===== src/rtl/uart_rx_fifo.sv =====
`default_nettype none
// ============================================================================
//  Module     : uart_rx_fifo
//  Description: UART receiver with a 2-flop input synchroniser, configurable
//               data width and stop bits, runtime parity selection and an
//               output FIFO that carries per-word frame/parity error flags.
//               The FIFO is drained through a valid/ready handshake.
//  Options    : `define UART_RX_MAJORITY_EN selects 3-sample majority voting
//               around each bit centre (decision one clock later).
//  Revision   : 1.0  initial release
// ============================================================================
module uart_rx_fifo #(
    parameter int CLKS_PER_BIT = 5208,
    parameter int DATA_BITS    = 8,
    parameter int STOP_BITS    = 1,
    parameter int FIFO_DEPTH   = 4
) (
    input  logic                          i_Clock,
    input  logic                          i_Rst_n,
    input  logic                          i_Enable,
    input  logic                          i_Rx_Serial,
    input  logic [1:0]                    i_Parity_Mode,
    output logic                          o_Rx_DV,
    input  logic                          i_Rx_Ready,
    output logic [DATA_BITS-1:0]          o_Rx_Byte,
    output logic                          o_Frame_Err,
    output logic                          o_Parity_Err,
    output logic                          o_Overrun,
    output logic                          o_Busy,
    output logic [$clog2(FIFO_DEPTH):0]   o_Fifo_Count
);

    // ------------------------------------------------------------------------
    // Derived constants
    // ------------------------------------------------------------------------
    localparam int c_CNT_W  = $clog2(CLKS_PER_BIT);
    localparam int c_IDX_W  = $clog2(DATA_BITS);
    localparam int c_PTR_W  = $clog2(FIFO_DEPTH);
    localparam int c_CNTF_W = c_PTR_W + 1;
    localparam int c_ENT_W  = DATA_BITS + 2;
    localparam int c_MID    = (CLKS_PER_BIT - 1) / 2;

    localparam logic [c_CNT_W-1:0]  c_LAST_CNT  = c_CNT_W'(CLKS_PER_BIT - 1);
    localparam logic [c_IDX_W-1:0]  c_LAST_IDX  = c_IDX_W'(DATA_BITS - 1);
    localparam logic                c_LAST_STOP = 1'(STOP_BITS - 1);
    localparam logic [c_CNTF_W-1:0] c_DEPTH     = c_CNTF_W'(FIFO_DEPTH);

    typedef enum logic [2:0] {
        S_IDLE      = 3'd0,
        S_START     = 3'd1,
        S_DATA      = 3'd2,
        S_PARITY    = 3'd3,
        S_STOP      = 3'd4,
        S_WAIT_IDLE = 3'd5
    } state_t;

    // ------------------------------------------------------------------------
    // Synchroniser: the serial line is asynchronous to i_Clock
    // ------------------------------------------------------------------------
    logic r_rx_meta;
    logic r_rx_s;

    // Two-flop synchroniser, idles high; unaffected by i_Enable
    always_ff @(posedge i_Clock or negedge i_Rst_n) begin
        if (!i_Rst_n) begin
            r_rx_meta <= 1'b1;
            r_rx_s    <= 1'b1;
        end else begin
            r_rx_meta <= i_Rx_Serial;
            r_rx_s    <= r_rx_meta;
        end
    end

    // ------------------------------------------------------------------------
    // Bit sampler. The decision point in START is the bit centre (or one
    // clock after it when voting); every later bit is one full period on.
    // ------------------------------------------------------------------------
    logic w_bit;

`ifdef UART_RX_MAJORITY_EN
    localparam logic [c_CNT_W-1:0] c_START_PT = c_CNT_W'(c_MID + 1);

    logic [1:0] r_hist;

    // Keep the two previous synchronised samples for the 3-way vote
    always_ff @(posedge i_Clock or negedge i_Rst_n) begin
        if (!i_Rst_n) begin
            r_hist <= 2'b11;
        end else begin
            r_hist <= {r_hist[0], r_rx_s};
        end
    end

    assign w_bit = (r_hist[1] & r_hist[0]) |
                   (r_hist[1] & r_rx_s)    |
                   (r_hist[0] & r_rx_s);
`else
    localparam logic [c_CNT_W-1:0] c_START_PT = c_CNT_W'(c_MID);

    assign w_bit = r_rx_s;
`endif

    // ------------------------------------------------------------------------
    // Receive FSM
    // ------------------------------------------------------------------------
    state_t                 r_state;
    logic [c_CNT_W-1:0]     r_cnt;
    logic [c_IDX_W-1:0]     r_idx;
    logic                   r_stop_idx;
    logic [DATA_BITS-1:0]   r_data;
    logic [1:0]             r_par_mode;
    logic                   r_perr;
    logic                   r_ferr;
    logic                   r_push;
    logic [c_ENT_W-1:0]     r_push_word;

    logic w_par_en;
    logic w_ferr_nxt;

    assign w_par_en   = (r_par_mode == 2'b01) || (r_par_mode == 2'b10);
    assign w_ferr_nxt = r_ferr | ~w_bit;

    // Frame decoder: start validation, data shift-in, parity, stop checks
    always_ff @(posedge i_Clock or negedge i_Rst_n) begin
        if (!i_Rst_n) begin
            r_state     <= S_IDLE;
            r_cnt       <= '0;
            r_idx       <= '0;
            r_stop_idx  <= 1'b0;
            r_data      <= '0;
            r_par_mode  <= 2'b00;
            r_perr      <= 1'b0;
            r_ferr      <= 1'b0;
            r_push      <= 1'b0;
            r_push_word <= '0;
        end else if (!i_Enable) begin
            r_state    <= S_IDLE;
            r_cnt      <= '0;
            r_idx      <= '0;
            r_stop_idx <= 1'b0;
            r_push     <= 1'b0;
        end else begin
            r_push <= 1'b0;
            case (r_state)
                S_IDLE: begin
                    r_cnt <= '0;
                    if (!r_rx_s) begin
                        r_state <= S_START;
                    end
                end

                S_START: begin
                    if (r_cnt == c_START_PT) begin
                        r_cnt <= '0;
                        if (!w_bit) begin
                            r_state    <= S_DATA;
                            r_par_mode <= i_Parity_Mode;
                            r_idx      <= '0;
                            r_stop_idx <= 1'b0;
                            r_perr     <= 1'b0;
                            r_ferr     <= 1'b0;
                        end else begin
                            // Line went back high: a glitch, not a start bit
                            r_state <= S_IDLE;
                        end
                    end else begin
                        r_cnt <= r_cnt + c_CNT_W'(1);
                    end
                end

                S_DATA: begin
                    if (r_cnt == c_LAST_CNT) begin
                        r_cnt  <= '0;
                        r_data <= {w_bit, r_data[DATA_BITS-1:1]};
                        if (r_idx == c_LAST_IDX) begin
                            r_idx   <= '0;
                            r_state <= w_par_en ? S_PARITY : S_STOP;
                        end else begin
                            r_idx <= r_idx + c_IDX_W'(1);
                        end
                    end else begin
                        r_cnt <= r_cnt + c_CNT_W'(1);
                    end
                end

                S_PARITY: begin
                    if (r_cnt == c_LAST_CNT) begin
                        r_cnt   <= '0;
                        // Even: XOR of data and parity must be 0; odd: 1
                        r_perr  <= (^r_data) ^ w_bit ^ (r_par_mode == 2'b10);
                        r_state <= S_STOP;
                    end else begin
                        r_cnt <= r_cnt + c_CNT_W'(1);
                    end
                end

                S_STOP: begin
                    if (r_cnt == c_LAST_CNT) begin
                        r_cnt  <= '0;
                        r_ferr <= w_ferr_nxt;
                        if (r_stop_idx == c_LAST_STOP) begin
                            r_push      <= 1'b1;
                            r_push_word <= {r_perr, w_ferr_nxt, r_data};
                            r_state     <= S_WAIT_IDLE;
                        end else begin
                            r_stop_idx <= r_stop_idx + 1'b1;
                        end
                    end else begin
                        r_cnt <= r_cnt + c_CNT_W'(1);
                    end
                end

                S_WAIT_IDLE: begin
                    // A held-low line (break) must not start another frame
                    if (r_rx_s) begin
                        r_state <= S_IDLE;
                    end
                end

                default: begin
                    r_state <= S_IDLE;
                end
            endcase
        end
    end

    // ------------------------------------------------------------------------
    // Output FIFO with registered head entry
    // ------------------------------------------------------------------------
    logic [c_ENT_W-1:0]  r_mem [FIFO_DEPTH];
    logic [c_PTR_W-1:0]  r_rd_ptr;
    logic [c_PTR_W-1:0]  r_wr_ptr;
    logic [c_CNTF_W-1:0] r_count;
    logic [c_ENT_W-1:0]  r_head;
    logic                r_dv;
    logic                r_overrun;

    logic                w_pop;
    logic                w_full;
    logic                w_wr_en;
    logic                w_drop;
    logic [c_CNTF_W-1:0] w_count_nxt;
    logic [c_PTR_W-1:0]  w_rd_nxt;
    logic [c_PTR_W-1:0]  w_wr_nxt;
    logic [c_ENT_W-1:0]  w_head_nxt;

    assign w_pop       = r_dv & i_Rx_Ready;
    assign w_full      = (r_count == c_DEPTH);
    assign w_wr_en     = r_push & (~w_full | w_pop);
    assign w_drop      = r_push & w_full & ~w_pop;
    assign w_count_nxt = r_count + c_CNTF_W'(w_wr_en) - c_CNTF_W'(w_pop);
    assign w_rd_nxt    = r_rd_ptr + c_PTR_W'(w_pop);
    assign w_wr_nxt    = r_wr_ptr + c_PTR_W'(w_wr_en);

    // Next head: bypass the incoming word when it lands in the head slot
    always_comb begin
        w_head_nxt = '0;
        if (w_count_nxt != '0) begin
            if (w_wr_en && (w_rd_nxt == r_wr_ptr)) begin
                w_head_nxt = r_push_word;
            end else begin
                w_head_nxt = r_mem[w_rd_nxt];
            end
        end
    end

    // Storage array; contents are only observed through the head register
    always_ff @(posedge i_Clock) begin
        if (i_Enable && w_wr_en) begin
            r_mem[r_wr_ptr] <= r_push_word;
        end
    end

    // Pointers, occupancy, head register and sticky overrun
    always_ff @(posedge i_Clock or negedge i_Rst_n) begin
        if (!i_Rst_n) begin
            r_rd_ptr  <= '0;
            r_wr_ptr  <= '0;
            r_count   <= '0;
            r_head    <= '0;
            r_dv      <= 1'b0;
            r_overrun <= 1'b0;
        end else if (!i_Enable) begin
            r_rd_ptr  <= '0;
            r_wr_ptr  <= '0;
            r_count   <= '0;
            r_head    <= '0;
            r_dv      <= 1'b0;
            r_overrun <= 1'b0;
        end else begin
            r_rd_ptr <= w_rd_nxt;
            r_wr_ptr <= w_wr_nxt;
            r_count  <= w_count_nxt;
            r_head   <= w_head_nxt;
            r_dv     <= (w_count_nxt != '0);
            if (w_drop) begin
                r_overrun <= 1'b1;
            end
        end
    end

    assign o_Rx_DV      = r_dv;
    assign o_Rx_Byte    = r_head[DATA_BITS-1:0];
    assign o_Frame_Err  = r_head[DATA_BITS];
    assign o_Parity_Err = r_head[DATA_BITS+1];
    assign o_Overrun    = r_overrun;
    assign o_Busy       = (r_state != S_IDLE);
    assign o_Fifo_Count = r_count;

endmodule
`default_nettype wire

===== config.mk =====
export PLATFORM = sky130hd
export DESIGN_NAME = uart_rx_fifo
export DESIGN_NICKNAME = d
export VERILOG_FILES = /design/src/rtl/uart_rx_fifo.sv
export SDC_FILE = /design/constraint.sdc
export NUM_CORES = 1
export LEC_CHECK = 0
export ABC_AREA = 1
export ABC_CLOCK_PERIOD_IN_PS = 2400
export CAP_MARGIN = 10
export CORE_MARGIN = 4
export CORE_UTILIZATION = 30
export DETAILED_ROUTE_END_ITERATION = 8
export SYNTH_ARGS = -nofsm -noshare
export SYNTH_HDL_FRONTEND = slang
export SYNTH_SLANG_ARGS = --single-unit

===== constraint.sdc =====
create_clock -name i_Clock -period 2.4 [get_ports i_Clock]
set_input_delay 0.36 -clock i_Clock [delete_from_list [all_inputs] [get_ports i_Clock]]
set_output_delay 0.36 -clock i_Clock [all_outputs]
set_load 0.01 [all_outputs]

Word-level counts from Yosys, hierarchy flattened
Memory sizes are Yosys's and may differ from the RTL's. Index checks and enable logic that the tools add are counted.

Bits in registers: 64. Memory bits (writable): 40. Input bits: 7. Output and inout port bits: 16. Logic and storage cells: 132. Memories kept: 1.

Add/subtract/negate cells: 7. Equality and inequality tests: 29. Multiplexer cells: 47. Bitwise operators: 12. Reductions and logical operators: 18.

Memories: r_mem (depth 4, width 10, read ports 1, clocked after memory_dff 0, write ports 1, line 230) `logic [c_ENT_W-1:0] r_mem [FIFO_DEPTH];`.

Operators with widths (number): 3-bit 2-to-1 mux (16); 13-bit 2-to-1 mux (3); 13-bit case mux with 3 select lines (1); 10-bit 2-to-1 mux (3); 3-bit != test (second input constant) (9); 3-bit case mux with 6 select lines (1); 1-bit 2-to-1 mux (16); 4-bit AND reduction (4); 13-bit by 1-bit adder with 13-bit output (second input constant) (1); 13-bit by 12-bit == test with 1-bit output (second input constant) (1); 13-bit == test (second input constant) (1); 3-bit == test (second input constant) (4); 5-bit AND reduction (2); 2-bit != test (second input constant) (4); 8-bit AND reduction (1); 8-bit XOR reduction (1); 3-bit by 2-bit == test with 1-bit output (second input constant) (2); 2-bit 2-to-1 mux (3); 3-bit by 1-bit != test with 1-bit output (second input constant) (2); 1-bit case mux with 2 select lines (3); 3-bit case mux with 2 select lines (1); 3-bit nonzero test (2); 2-bit by 1-bit adder with 2-bit output (2); 1-bit AND (4); other kinds (19) (26).

Logic depth before layout (Yosys ltp)
Gate-level depths: netlist (run 1).

Depth after elaboration: 9. Gate-level depth with buffers: 16. Depth with buffers taken out: 15.

Worst setup path after synthesis (run 1)
OpenSTA, ideal clock, no wires.

Path type: register to register. From: reg r_count[1], in the netlist o_Fifo_Count[1]. To: reg r_head[0]. Setup time: 0.072 ns. Arrival time: 2.256 ns. Data required time: 2.328 ns. Path slack: 0.072 ns. Stages on the path, launching flop included: 17. Path buffers: 1. Cell sequence: dfrtp_1 > inv_1 > nand2_1 > nor2_1 > nand2_1 > nand2_1 > ha_1 > inv_1 > ha_1 > inv_1 > fa_1 > inv_1 > nor2_1 > a21oi_1 > buf_2 > o21ai_0 > nor2_1.

Cells in the longest elaborated chain, start to end: 9. Elaborated cells between the ends (all ways): 11. Those cells by class: add/sub (2); eq/ne (1); mux (3); bitwise (3); reduce/logical (2).

RTL lines: start: declaration (line 233) `logic [c_CNTF_W-1:0] r_count;`; start signal: assignment (line 293) `r_count <= w_count_nxt;`; 3-bit == test (line 248) `assign w_full = (r_count == c_DEPTH);`; 1-bit NOT (line 249) `assign w_wr_en = r_push & (~w_full | w_pop);`; 1-bit OR (line 249); 1-bit AND (line 249); 3-bit by 1-bit adder with 3-bit output (line 251) `assign w_count_nxt = r_count + c_CNTF_W'(w_wr_en) - c_CNTF_W'(w_pop);`; 3-bit by 1-bit subtractor with 3-bit output (line 251); 3-bit nonzero test (line 258) `if (w_count_nxt != '0) begin`; 10-bit 2-to-1 mux (*) (line 258); 10-bit 2-to-1 mux (*) (line 283) `end else if (!i_Enable) begin`; end signal: assignment (line 294) `r_head <= w_head_nxt;`; end: declaration (line 234) `logic [c_ENT_W-1:0] r_head;`.

Mark *: on every way between the ends. The rest lies on a longest branch, timed or not. A chain may end at the register's enable or synchronous reset.

Worst setup path after layout (run 1)
From: reg r_count[1], in the netlist o_Fifo_Count[1]. To: reg r_head[1].

The elaborated chain is that of the path after synthesis.

==> metrics.md, run 1 <==
| Metric | Value |
|---|---|
| Syn. warnings | `0` |
| Post-Synthesis Mean Instance Area | `8.877 sq um` |
| Overflow left after global routing | `0` |
| Syn Std Cell Area | `0.004962 sq mm` |
| Post-Synth XOR/XNOR Area | `1.236%` |
| Simple-gate portion of the synthesized area | `25.06%` |
| Die width | `136.6 microns` |
| Delay of the slowest cell on the worst path | `around 470 ps` |
| Total global routing track utilization | `approximately 12%` |
| P_leak | `2.631 nW` |
| Main synth FF type | `dfrtp_1` |
| Post-route design area | `about 0.0059 sq mm` |
| Maximum fanout along the worst path | `6` |
| Least setup slack across all paths after layout | `35.66 ps` |
| Cell Chain, Critical Path | `inv_2 > nand2_2 > nor2_2 > nand2_1 > nand2_2 > ha_4 > inv_2 > ha_4 > inv_2 > fa_2 > inv_2 > nor2_2 > a21oi_2 > buf_6 > o21ai_0 > nor2_1` |
| Cell occurring most often along the worst timing path | `inv_2` |
| Crit path arrival time | `2650 ps` |
| Final hold viol count | `9` |
| Total of max-cap violations | `0` |
| Multi-input combinational cell area | `0.001937 sq mm` |
| Synth async-reset ratio | `61.17%` |
| Die H | `136.6 microns` |
| Cell accounting for the most synthesized area | `dfrtp_1` |
| Number of buffers between clock root and the deepest sink | `2` |
| Power density over the cells | `682.6 mW/mm^2` |
| Library cell contributing the largest single delay on the critical path | `fa_2` |
| Cell types with the largest area share after synthesis | `dfrtp_1, edfxtp_1, nand2_1` |
| Total nets after synthesis | `575` |
| First-pass GRT wire length | `18100 microns` |
| Number of routed nets with antenna violations | `0` |
| Min Hold Slack | `-10.03 ps` |
| Relative slew margins | `between 50% and 60%` |
| Post-DP HPWL | `roughly 7100 microns` |
| Setup repair after global routing missed its margin | `yes` |
| Worst setup EP type | `register` |
| Clock transition at path regs | `70 ps` |
| Dpl cell area | `between 0.005 and 0.006 sq mm` |
| Number of fill cells in the layout | `approximately 1.6k` |
| FF/Latch Area | `0.002780 sq mm` |
| Count of buffers inserted at the top-level ports | `22` |
| DRC violations left | `0` |
| DRT Pass-1 Iters | `5` |
| Kind of start point of the critical path | `register` |
| Main combinational cell family by area after synthesis | `simple AND/OR/NAND/NOR gates` |
| Total Routed Length | `10510 microns` |
| Clock tree root driver cell | `clkbuf_16` |
| Core area | `0.01606 sq mm` |
| CTS tree | `done` |
| Worst hold path type | `input pin to async pin` |
| Final clock period utilization by the worst path | `just under 100%` |
| Data required time at the worst endpoint | `2680 ps` |
| Most frequent cell after synthesis | `nand2_1` |
| Effective utilization at floorplan | `30.90%` |
| Via count | `3846` |
| N_diodes | `0` |
| Multiplexer share of the synthesized area | `0%` |
| Violations in the final reports | `negative hold slack` |
| Number of buffers created by CTS | `9` |
| Worst setup skew after layout | `about 5.7 ps` |
| Final #Nets | `between 600 and 700` |
| Layout area overhead | `19.19%` |
| #FFs+latches synth | `103` |
| I/O pin cnt | `23` |
| Proportion of layout cells with a drive suffix above 1 | `14.98%` |
| Max H-tree Level | `3` |
| Via count of the first global-routing pass | `3742` |
| Avg Vias per Cell | `roughly 4.7` |
| Number of rows created at floorplan | `46` |
| Number of failing setup endpoints in the final timing report | `0` |
| Share of Yosys cell area claimed by the top area cell type | `30.76%` |
| Worst IR drop on VDD | `between 0.3 and 0.4 mV` |
| Final weighted congestion in routability-driven placement | `0.8327` |
| Run status | `complete, but fails checks` |
| Sequential area share after synthesis | `56.03%` |
| Worst Tran Pin Value | `about 600 ps` |
| Yosys cell types | `32` |
| Maximum clock frequency | `0.4230 GHz` |
| Starting DRC count in detailed routing | `between 300 and 400` |
| Time the worst path needs with I/O delays and setup | `2364 ps` |
| Worst setup slack before clock tree synthesis | `-335.3 ps` |
| Compound-gate portion of the synthesized area | `9.153%` |
| Number of antenna violations at the first check in global routing | `0` |
| Type of the setup path with the least slack | `register to register` |
| Routed length per placed instance | `12.86 microns` |
| Max Slew Vio Count | `0` |
| Most numerous cell types in the synthesized netlist | `nand2_1, nor2_1, dfrtp_1` |
| Die outline area | `0.01866 sq mm` |
| Clock insertion delay at the later pin of the skew report | `350 ps` |
| Number of clock sinks | `103` |
| Number of flops mapped to enable cells by yosys | `40` |
| Core utilization of the finished layout | `36.83%` |
| Adder and majority gate portion of the synthesized area | `around 2.4%` |
| Largest net degree at the start of global routing | `64` |
| Post-Synthesis Cells | `559` |
-- layout make-up --
type	instances	share of cell area, %
repair buffers	42	6.516
multi-input cells	383	32.75
clock inverters	7	1.714
inverters	57	3.639
flip-flops and latches	103	47.01
clock buffers	9	3.808
well taps	216	4.569
-- flip-flops by register name (all words and copies together), names as in the netlist --
signal and count:
r_mem 40, r_push 1, o_Rx_DV 1, r_rx_s 1
r_rd_ptr 2, r_wr_ptr 2, o_Overrun 1, r_head 10
r_perr 1, r_push_word 10, r_par_mode 2, r_idx 3
r_state 3, o_Fifo_Count 3, r_rx_meta 1, r_data 8
r_cnt 13, r_ferr 1
-- metrics by stage --
stage	cells	power, W	setup TNS [ps]
after global placement	798	0.002475	-2500
final	817	0.004037	0
after CTS	814	0.004085	0
after floorplan	559	0.002338	0
after global routing	817	0.004258	-988.5
after detailed placement	798	0.002480	-3254
-- per-layer routing --
| metal | wire length (microns) | part of all wire (%) | GRT usage (%) |
|---|---|---|---|
| met5 | 0 | 0 | 0 |
| met4 | 267 | 2.5 | 6.495 |
| met3 | 450 | 4.3 | 2.096 |
| met2 | 4974 | 47 | 19.82 |
| met1 | 4812 | 46 | 15.91 |
-- final timing paths --
check / start / endpoint / slack, ps / cells past startpoint
min in group i_Clock: r_rx_meta / r_rx_s / 360 / 0
setup reg to reg: o_Fifo_Count[1] / r_head[1] / 40 / 16
hold reg to reg: r_rx_meta / r_rx_s / 360 / 0
hold / removal: i_Rst_n / r_par_mode[1] / -10 / 2
setup / recovery: o_Fifo_Count[1] / r_head[1] / 40 / 16
max in group asynchronous: i_Rst_n / r_rx_meta / 2050 / 2
-- kinds of logic (layout without fill, tap and decap cells) --
kind of cell | count (synthesis) | count (layout)
AO/OA/AOI/OAI | 79 | 79
buffers and inverters | 73 | 115
flip-flops | 103 | 103
adder cells (fa/ha/maj) | 9 | 9
AND/OR/NAND/NOR | 288 | 288
XOR/XNOR | 7 | 7
-- critical path, delay by kind of cell (launching register included) --
family	cells	cell delay, ps
DFF	1	390
buffers and inverters	5	380
and+or+nand+nor	6	460
AOI/OAI and AO/OA	2	280
adders and majority gates	3	790
-- timing repair --
item,4_1_cts,5_1_grt
buffers inserted,0,2
resized for setup,0,26
hold buffers,0,0
setup endpoints to repair,0,11
-- cells in the final DEF, fill, tap and decap left out, drive strengths merged, types with 2 or more instances in the layout --
cell           netlist  routed
ha                   8       8
clkinv               1       2
edfxtp              40      40
o21ai               64      64
dfrtp               61      61
nor3                12      12
xnor2                4       4
nand3               29      29
nand4               18      18
nor2                89      89
clkdlybuf4s50        0      21
buf                  8      21
clkbuf               8       9
a21oi               14      14
bufinv               0       2
nand3b               3       3
nand2              135     135
xor2                 3       3
inv                 56      59
dfstp                2       2
-- where the power goes --
part | internal [W] | switching [W] | total [W]
sequential | 0.00185 | 0.0000518 | 0.00191
clock | 0.000927 | 0.000667 | 0.00159
combinational | 0.000162 | 0.000375 | 0.000537
total | 0.00294 | 0.00109 | 0.00404
(Power assumes the default switching activity.)
==> inputs of run 2 (changes only) <==
Settings changed: GPL_TIMING_DRIVEN from default to 0, SETUP_SLACK_MARGIN from default to 0.4.
==> run 2 against run 1 <==
The flow finishes with violations (negative setup slack). Clock skew is 4.1 ps higher. Clock-buffer cell count increased by 1. Wire length up 1.7%. Power grew 2.9%. Register-to-register slack got worse by 40 ps. Design area up 3.4%. Clock power grew 3%. Largest cell class unchanged.
==> metrics.md, run 2 (synthesis results as in run 1) <==
| Metric | Value |
|---|---|
| Starting DRC count in detailed routing | `approximately 230` |
| Largest net degree at the start of global routing | `64` |
| Kind of start point of the critical path | `input pin` |
| Number of fill cells in the layout | `1597` |
| Avg Vias per Cell | `4.680` |
| Min Hold Slack | `106.0 ps` |
| Number of routed nets with antenna violations | `0` |
| Destination of the worst register-to-register timing path | `r_head[1]` |
| Final weighted congestion in routability-driven placement | `0.8616` |
| Commonest cells after routing, fill and taps aside | `nand2_1, nor2_1, dfrtp_1, inv_1, o21ai_0` |
| Data required time at the worst endpoint | `roughly 2700 ps` |
| Multi-input combinational cell area | `0.002024 sq mm` |
| Maximum clock frequency | `0.4143 GHz` |
| Final clock period utilization by the worst path | `100.6%` |
| Number of clock sinks | `103` |
| FF-to-FF setup slack | `0 ps` |
| Worst hold path type | `input pin to async pin` |
| Number of rows created at floorplan | `46` |
| Clock insertion delay at the later pin of the skew report | `roughly 350 ps` |
| Total global routing track utilization | `12.22%` |
| I/O pin cnt | `23` |
| Number of buffers created by CTS | `9` |
| Violations in the final reports | `negative setup slack` |
| Endpoint of the most critical setup path | `r_head[1]` |
| Count of buffers inserted at the top-level ports | `22` |
| Time the worst path needs with I/O delays and setup | `2414 ps` |
| CTS tree | `done` |
| Cts-stage hold buffer count | `0` |
| Worst setup skew after layout | `9.814 ps` |
| Proportion of layout cells with a drive suffix above 1 | `17.75%` |
| P_leak | `2.720 nW` |
| Run status | `complete, but fails checks` |
| Relative slew margins | `45.59%` |
| Worst IR drop on VDD | `roughly 0.35 mV` |
| Crit path arrival time | `2690 ps` |
| Power density over the cells | `just under 700 mW/mm^2` |
| Least setup slack across all paths after layout | `-13.86 ps` |
| N_diodes | `0` |
| Die H | `136.6 microns` |
| Worst setup EP type | `register` |
| Number of non-filler instances in the completed layout | `830` |
| Number of buffers between clock root and the deepest sink | `2` |
| Number of antenna violations at the first check in global routing | `0` |
| Post-DP HPWL | `between 7000 and 8000 microns` |
| DRC violations left | `0` |
| Final #Nets | `approximately 630` |
| Total of max-cap violations | `0` |
| Die outline area | `roughly 0.019 sq mm` |
| Regs by FF count | `r_mem: 40 flops, r_cnt: 13 flops` |
| Via count | `3884` |
| Worst Setup SP | `i_Rx_Ready` |
| Reg2reg path depth | `16` |
| Worst setup slack before clock tree synthesis | `-436.1 ps` |
| Routed length per placed instance | `between 10 and 15 microns` |
| Max H-tree Level | `3` |
| First-pass GRT wire length | `between 15000 and 20000 microns` |
| Clock tree root driver cell | `clkbuf_16` |
| Setup repair after global routing missed its margin | `yes` |
| Count of placed standard cells including taps | `797` |
| Final hold viol count | `0` |
| Layout area overhead | `23.30%` |
| Total Routed Length | `10690 microns` |
| Most common cell after layout, fill and taps aside | `nand2_1` |
| Core area | `0.01606 sq mm` |
| Largest register FFs | `40` |
| Clock transition at path regs | `about 70 ps` |
| Number of failing setup endpoints in the final timing report | `1` |
| FF/Latch Area | `0.002783 sq mm` |
| Register with the most flip-flops | `r_mem` |
| Effective utilization at floorplan | `30.90%` |
| Launch point of the worst reg-to-reg path | `o_Fifo_Count[1]` |
| Die width | `between 100 and 150 microns` |
| Post-route total power | `0.004156 W` |
| DRT Pass-1 Iters | `5` |
| Max Slew Vio Count | `0` |
| Accumulated negative setup slack | `-13.86 ps` |
| Overflow left after global routing | `0` |
| Via count of the first global-routing pass | `~3.8k` |
| Type of the setup path with the least slack | `input pin to register` |
| Worst Tran Pin Value | `816.1 ps` |
| Maximum fanout along the worst path | `5` |
==> run 2: changes by cell type in the layout (fill, tap and decap cells not counted), moves of 3 or more <==
| cell | previous run | this run |
|---|---|---|
| nand2_1 | 129 | 126 |
| buf_12 | 1 | 4 |
| clkbuf_1 | 0 | 8 |
| nor3_4 | 0 | 4 |
| o21ai_2 | 16 | 20 |
| nor3_1 | 10 | 6 |
==> run 2: power breakdown <==
group | switching, W | internal [W] | total (W)
clock network | 0.000694 | 0.000938 | 0.00163
logic | 0.000418 | 0.000211 | 0.000629
registers | 0.0000376 | 0.00186 | 0.00190
==> run 2: metal layers <==
| metal | track usage (%) | wire, microns |
|---|---|---|
| met5 | 0 | 0 |
| met4 | 4.423 | 160 |
| met3 | 2.978 | 417 |
| met2 | 19.91 | 5238 |
| met1 | 15.82 | 4870 |
==> run 2: timing repair <==
item,CTS,global route
buffers inserted,14,2
resized for setup,16,25
cloned,1,0
pin swaps,8,15
setup endpoints to repair,53,62
==> run 2: layout make-up <==
| class | instances | area share, % |
|---|---|---|
| repair buffers | 39 | 6.564 |
| flip-flops and latches | 103 | 45.48 |
| well taps | 216 | 4.417 |
| plain buffers | 16 | 1.554 |
| multi-input cells | 383 | 33.09 |
| clock buffers | 10 | 3.742 |
| clock inverters | 6 | 1.636 |
| inverters | 57 | 3.517 |
==> run 2: critical path: stages <==
cell             delay (ps)
clkdlybuf4s50_1         470
nand2_2                  90
nand2_2                  70
nand2_2                  70
ha_4                    260
inv_2                    30
ha_4                    140
inv_2                    50
fa_2                    440
inv_2                    60
nor2_2                   30
a21oi_2                 230
buf_6                   170
o21ai_2                  50
nor2_1                  150
==> run 2: worst min-delay path by stage <==
stage,to,slack [ps],depth (start not counted)
2_1_floorplan,o_Fifo_Count[0],60,0
3_3_place_gp,r_rx_s,350,0
3_5_place_dp,r_rx_s,350,0
4_1_cts,r_cnt[12],140,1
5_1_grt,r_cnt[12],180,1
6_report,r_cnt[1],110,1
==> run 2: per-stage QoR <==
stage	area (sq um)	util [%]
global route	6118	38.10
finish	6118	38.10
global placement	5500	34.25
detailed placement	5498	34.24
CTS	6042	37.63
floorplan	5010	-
==> inputs of run 3 (changes only) <==
--- a/config.mk
+++ b/config.mk
@@ -9,3 +9,2 @@
 export ABC_CLOCK_PERIOD_IN_PS = 2400
-export CAP_MARGIN = 10
 export CORE_MARGIN = 4
@@ -14,2 +13,3 @@
 export GPL_TIMING_DRIVEN = 0
+export HOLD_SLACK_MARGIN = 0.15
 export SETUP_SLACK_MARGIN = 0.4
--- a/constraint.sdc
+++ b/constraint.sdc
@@ -3,2 +3,2 @@
 set_output_delay 0.36 -clock i_Clock [all_outputs]
-set_load 0.01 [all_outputs]
+set_load 0.1 [all_outputs]
==> run 3 against run 2 <==
The run now ends clean. Sequential share of layout area is 1.1 points higher. Clock skew is 1.2 ps lower. Setup slack better by 17 ps. Non-clock buffer count is 10 lower. Global-route usage is 0.11 points lower. Cell count is 1.2% lower. Critical path type is now register to register. Largest cell class unchanged. Largest power group unchanged. Highest routed layer unchanged.
==> metrics.md, run 3 (synthesis results as in run 1) <==
| Metric | Value |
|---|---|
| Post-DP HPWL | `approximately 7100 microns` |
| Total global routing track utilization | `12.11%` |
| Maximum clock frequency | `0.4172 GHz` |
| Final #Nets | `615` |
| Run status | `finished, final reports clean` |
| Number of buffers created by CTS | `9` |
| Overflow left after global routing | `0` |
| Largest register FFs | `40` |
| Type of the setup path with the least slack | `register to register` |
| Clock transition at path regs | `~70 ps` |
| Proportion of layout cells with a drive suffix above 1 | `16.56%` |
| Starting DRC count in detailed routing | `about 250` |
| Most common cell after layout, fill and taps aside | `nand2_1` |
| DRT Pass-1 Iters | `5` |
| DRC violations left | `0` |
| P_leak | `2.695 nW` |
| Total of max-cap violations | `0` |
| Data required time at the worst endpoint | `2670 ps` |
| Power density over the cells | `662.5 mW/mm^2` |
| Avg Vias per Cell | `4.650` |
| Worst setup EP type | `register` |
| Maximum fanout along the worst path | `5` |
| Worst Tran Pin Value | `around 980 ps` |
| Number of antenna violations at the first check in global routing | `0` |
| Worst setup skew after layout | `about 8.6 ps` |
| Die outline area | `around 0.019 sq mm` |
| Accumulated negative setup slack | `0 ps` |
| Number of failing setup endpoints in the final timing report | `0` |
| Routed length per placed instance | `12.86 microns` |
| Worst hold path type | `input pin to async pin` |
| Core utilization of the finished layout | `37.34%` |
| Final hold viol count | `0` |
| Via count | `3813` |
| Number of buffers between clock root and the deepest sink | `2` |
| Worst IR drop on VDD | `0.7754 mV` |
| Final clock period utilization by the worst path | `approximately 100%` |
| I/O pin cnt | `23` |
| Reg2reg path depth | `15` |
| CTS tree | `done` |
| Post-route total power | `0.003972 W` |
| Regs by FF count | `r_mem: 40 flops, r_cnt: 13 flops` |
| Core area | `0.01606 sq mm` |
| Effective utilization at floorplan | `30.90%` |
| Count of buffers inserted at the top-level ports | `22` |
| Clock insertion delay at the later pin of the skew report | `350 ps` |
| Crit path arrival time | `2670 ps` |
| Min Hold Slack | `between 100 and 150 ps` |
| First-pass GRT wire length | `17850 microns` |
| Largest net degree at the start of global routing | `64` |
| Delay of the slowest cell on the worst path | `500 ps` |
| Relative slew margins | `35.25%` |
| Kind of start point of the critical path | `register` |
| Setup repair after global routing missed its margin | `yes` |
| Die H | `about 140 microns` |
| Commonest cells after routing, fill and taps aside | `nand2_1, nor2_1, dfrtp_1, inv_1` |
| Time the worst path needs with I/O delays and setup | `2397 ps` |
| Number of routed nets with antenna violations | `0` |
| Register with the most flip-flops | `r_mem` |
| Layout area overhead | `20.83%` |
| Die width | `136.6 microns` |
| N_diodes | `0` |
| Total Routed Length | `10550 microns` |
| Max Slew Vio Count | `0` |
| Number of clock sinks | `around 100` |
| Number of rows created at floorplan | `46` |
| Via count of the first global-routing pass | `3749` |
| Cell Chain, Critical Path | `nand2_4 > nor2_4 > nand2_1 > nand2_2 > ha_4 > inv_2 > ha_4 > inv_4 > fa_2 > inv_2 > nor2_4 > a21oi_4 > buf_6 > o21ai_1 > nor2_1` |
| Library cell contributing the largest single delay on the critical path | `dfrtp_4` |
| Clock tree root driver cell | `clkbuf_16` |
| Final weighted congestion in routability-driven placement | `0.8571` |
| Max H-tree Level | `3` |
run 3: changes by cell type in the layout (fill, tap and decap cells not counted), moves of 2 or more:
cell | previous run | this run
o21ai_1 | 2 | 5
nand2_1 | 126 | 128
dlygate4sd2_1 | 0 | 14
buf_4 | 15 | 5
clkdlybuf4s50_1 | 20 | 5
nor2_2 | 8 | 6
nand2_2 | 8 | 6
dfrtp_4 | 0 | 3
bufinv_16 | 2 | 0
dfrtp_1 | 59 | 57
inv_4 | 0 | 2
o21ai_0 | 42 | 40
run 3: final cells by class:
class,count,area [sq um]
fill,1580,10060
clock inverter,5,41.29
sequential,103,2793
multi-input combinational,383,2037
tap,216,270.3
buffer,16,96.34
timing repair buffer,29,305.3
clock buffer,11,232.7
inverter,57,220.2
run 3: path summary, 6_finish.rpt:
check	slack, ps	to	from
worst min-delay path	110	r_state[0]	i_Rst_n
worst min register to register	360	r_rx_s	r_rx_meta
min in group i_Clock	360	r_rx_s	r_rx_meta
max in group asynchronous	1670	o_Rx_DV	i_Rst_n
worst max register to register	3	r_head[3]	o_Fifo_Count[2]
worst max-delay path	3	r_head[3]	o_Fifo_Count[2]
run 3: where the power goes:
group | leakage [nW] | switching, W | total, W | internal, W
logic | 1.27 | 0.000483 | 0.000672 | 0.000189
clock network | 0.132 | 0.000673 | 0.00139 | 0.000717
registers | 1.30 | 0.0000563 | 0.00191 | 0.00185
run 3: routing by layer:
metal	global-route usage [%]	wire, microns
met5	0	0
met4	4.423	164
met3	2.831	444
met2	20.02	5165
met1	15.49	4771
run 3: what timing repair did:
| action | 4_1_cts | 5_1_grt |
|---|---|---|
| buffers inserted | 6 | 0 |
| hold buffers | 0 | 0 |
| cloned | 1 | 0 |
| resized for setup | 40 | 24 |
| pin swaps | 9 | 11 |
| setup endpoints to repair | 68 | 68 |
run 3: worst max-delay path: cells and delay by family, from the launching register on:
kind | cells | cell delay, ps
DFF | 1 | 500
buffers and inverters | 4 | 330
adders and majority gates | 3 | 850
and+or+nand+nor | 6 | 410
AOI/OAI and AO/OA | 2 | 230
run 3: stage by stage:
step,std cells,setup WS [ps],instance area (sq um)
3_5_place_dp,797,-469.3,5515
2_1_floorplan,559,-58.45,5027
3_3_place_gp,797,-1667,5518
6_report,820,3.308,5996
4_1_cts,820,-49.47,5926
5_1_grt,820,-95.01,5996
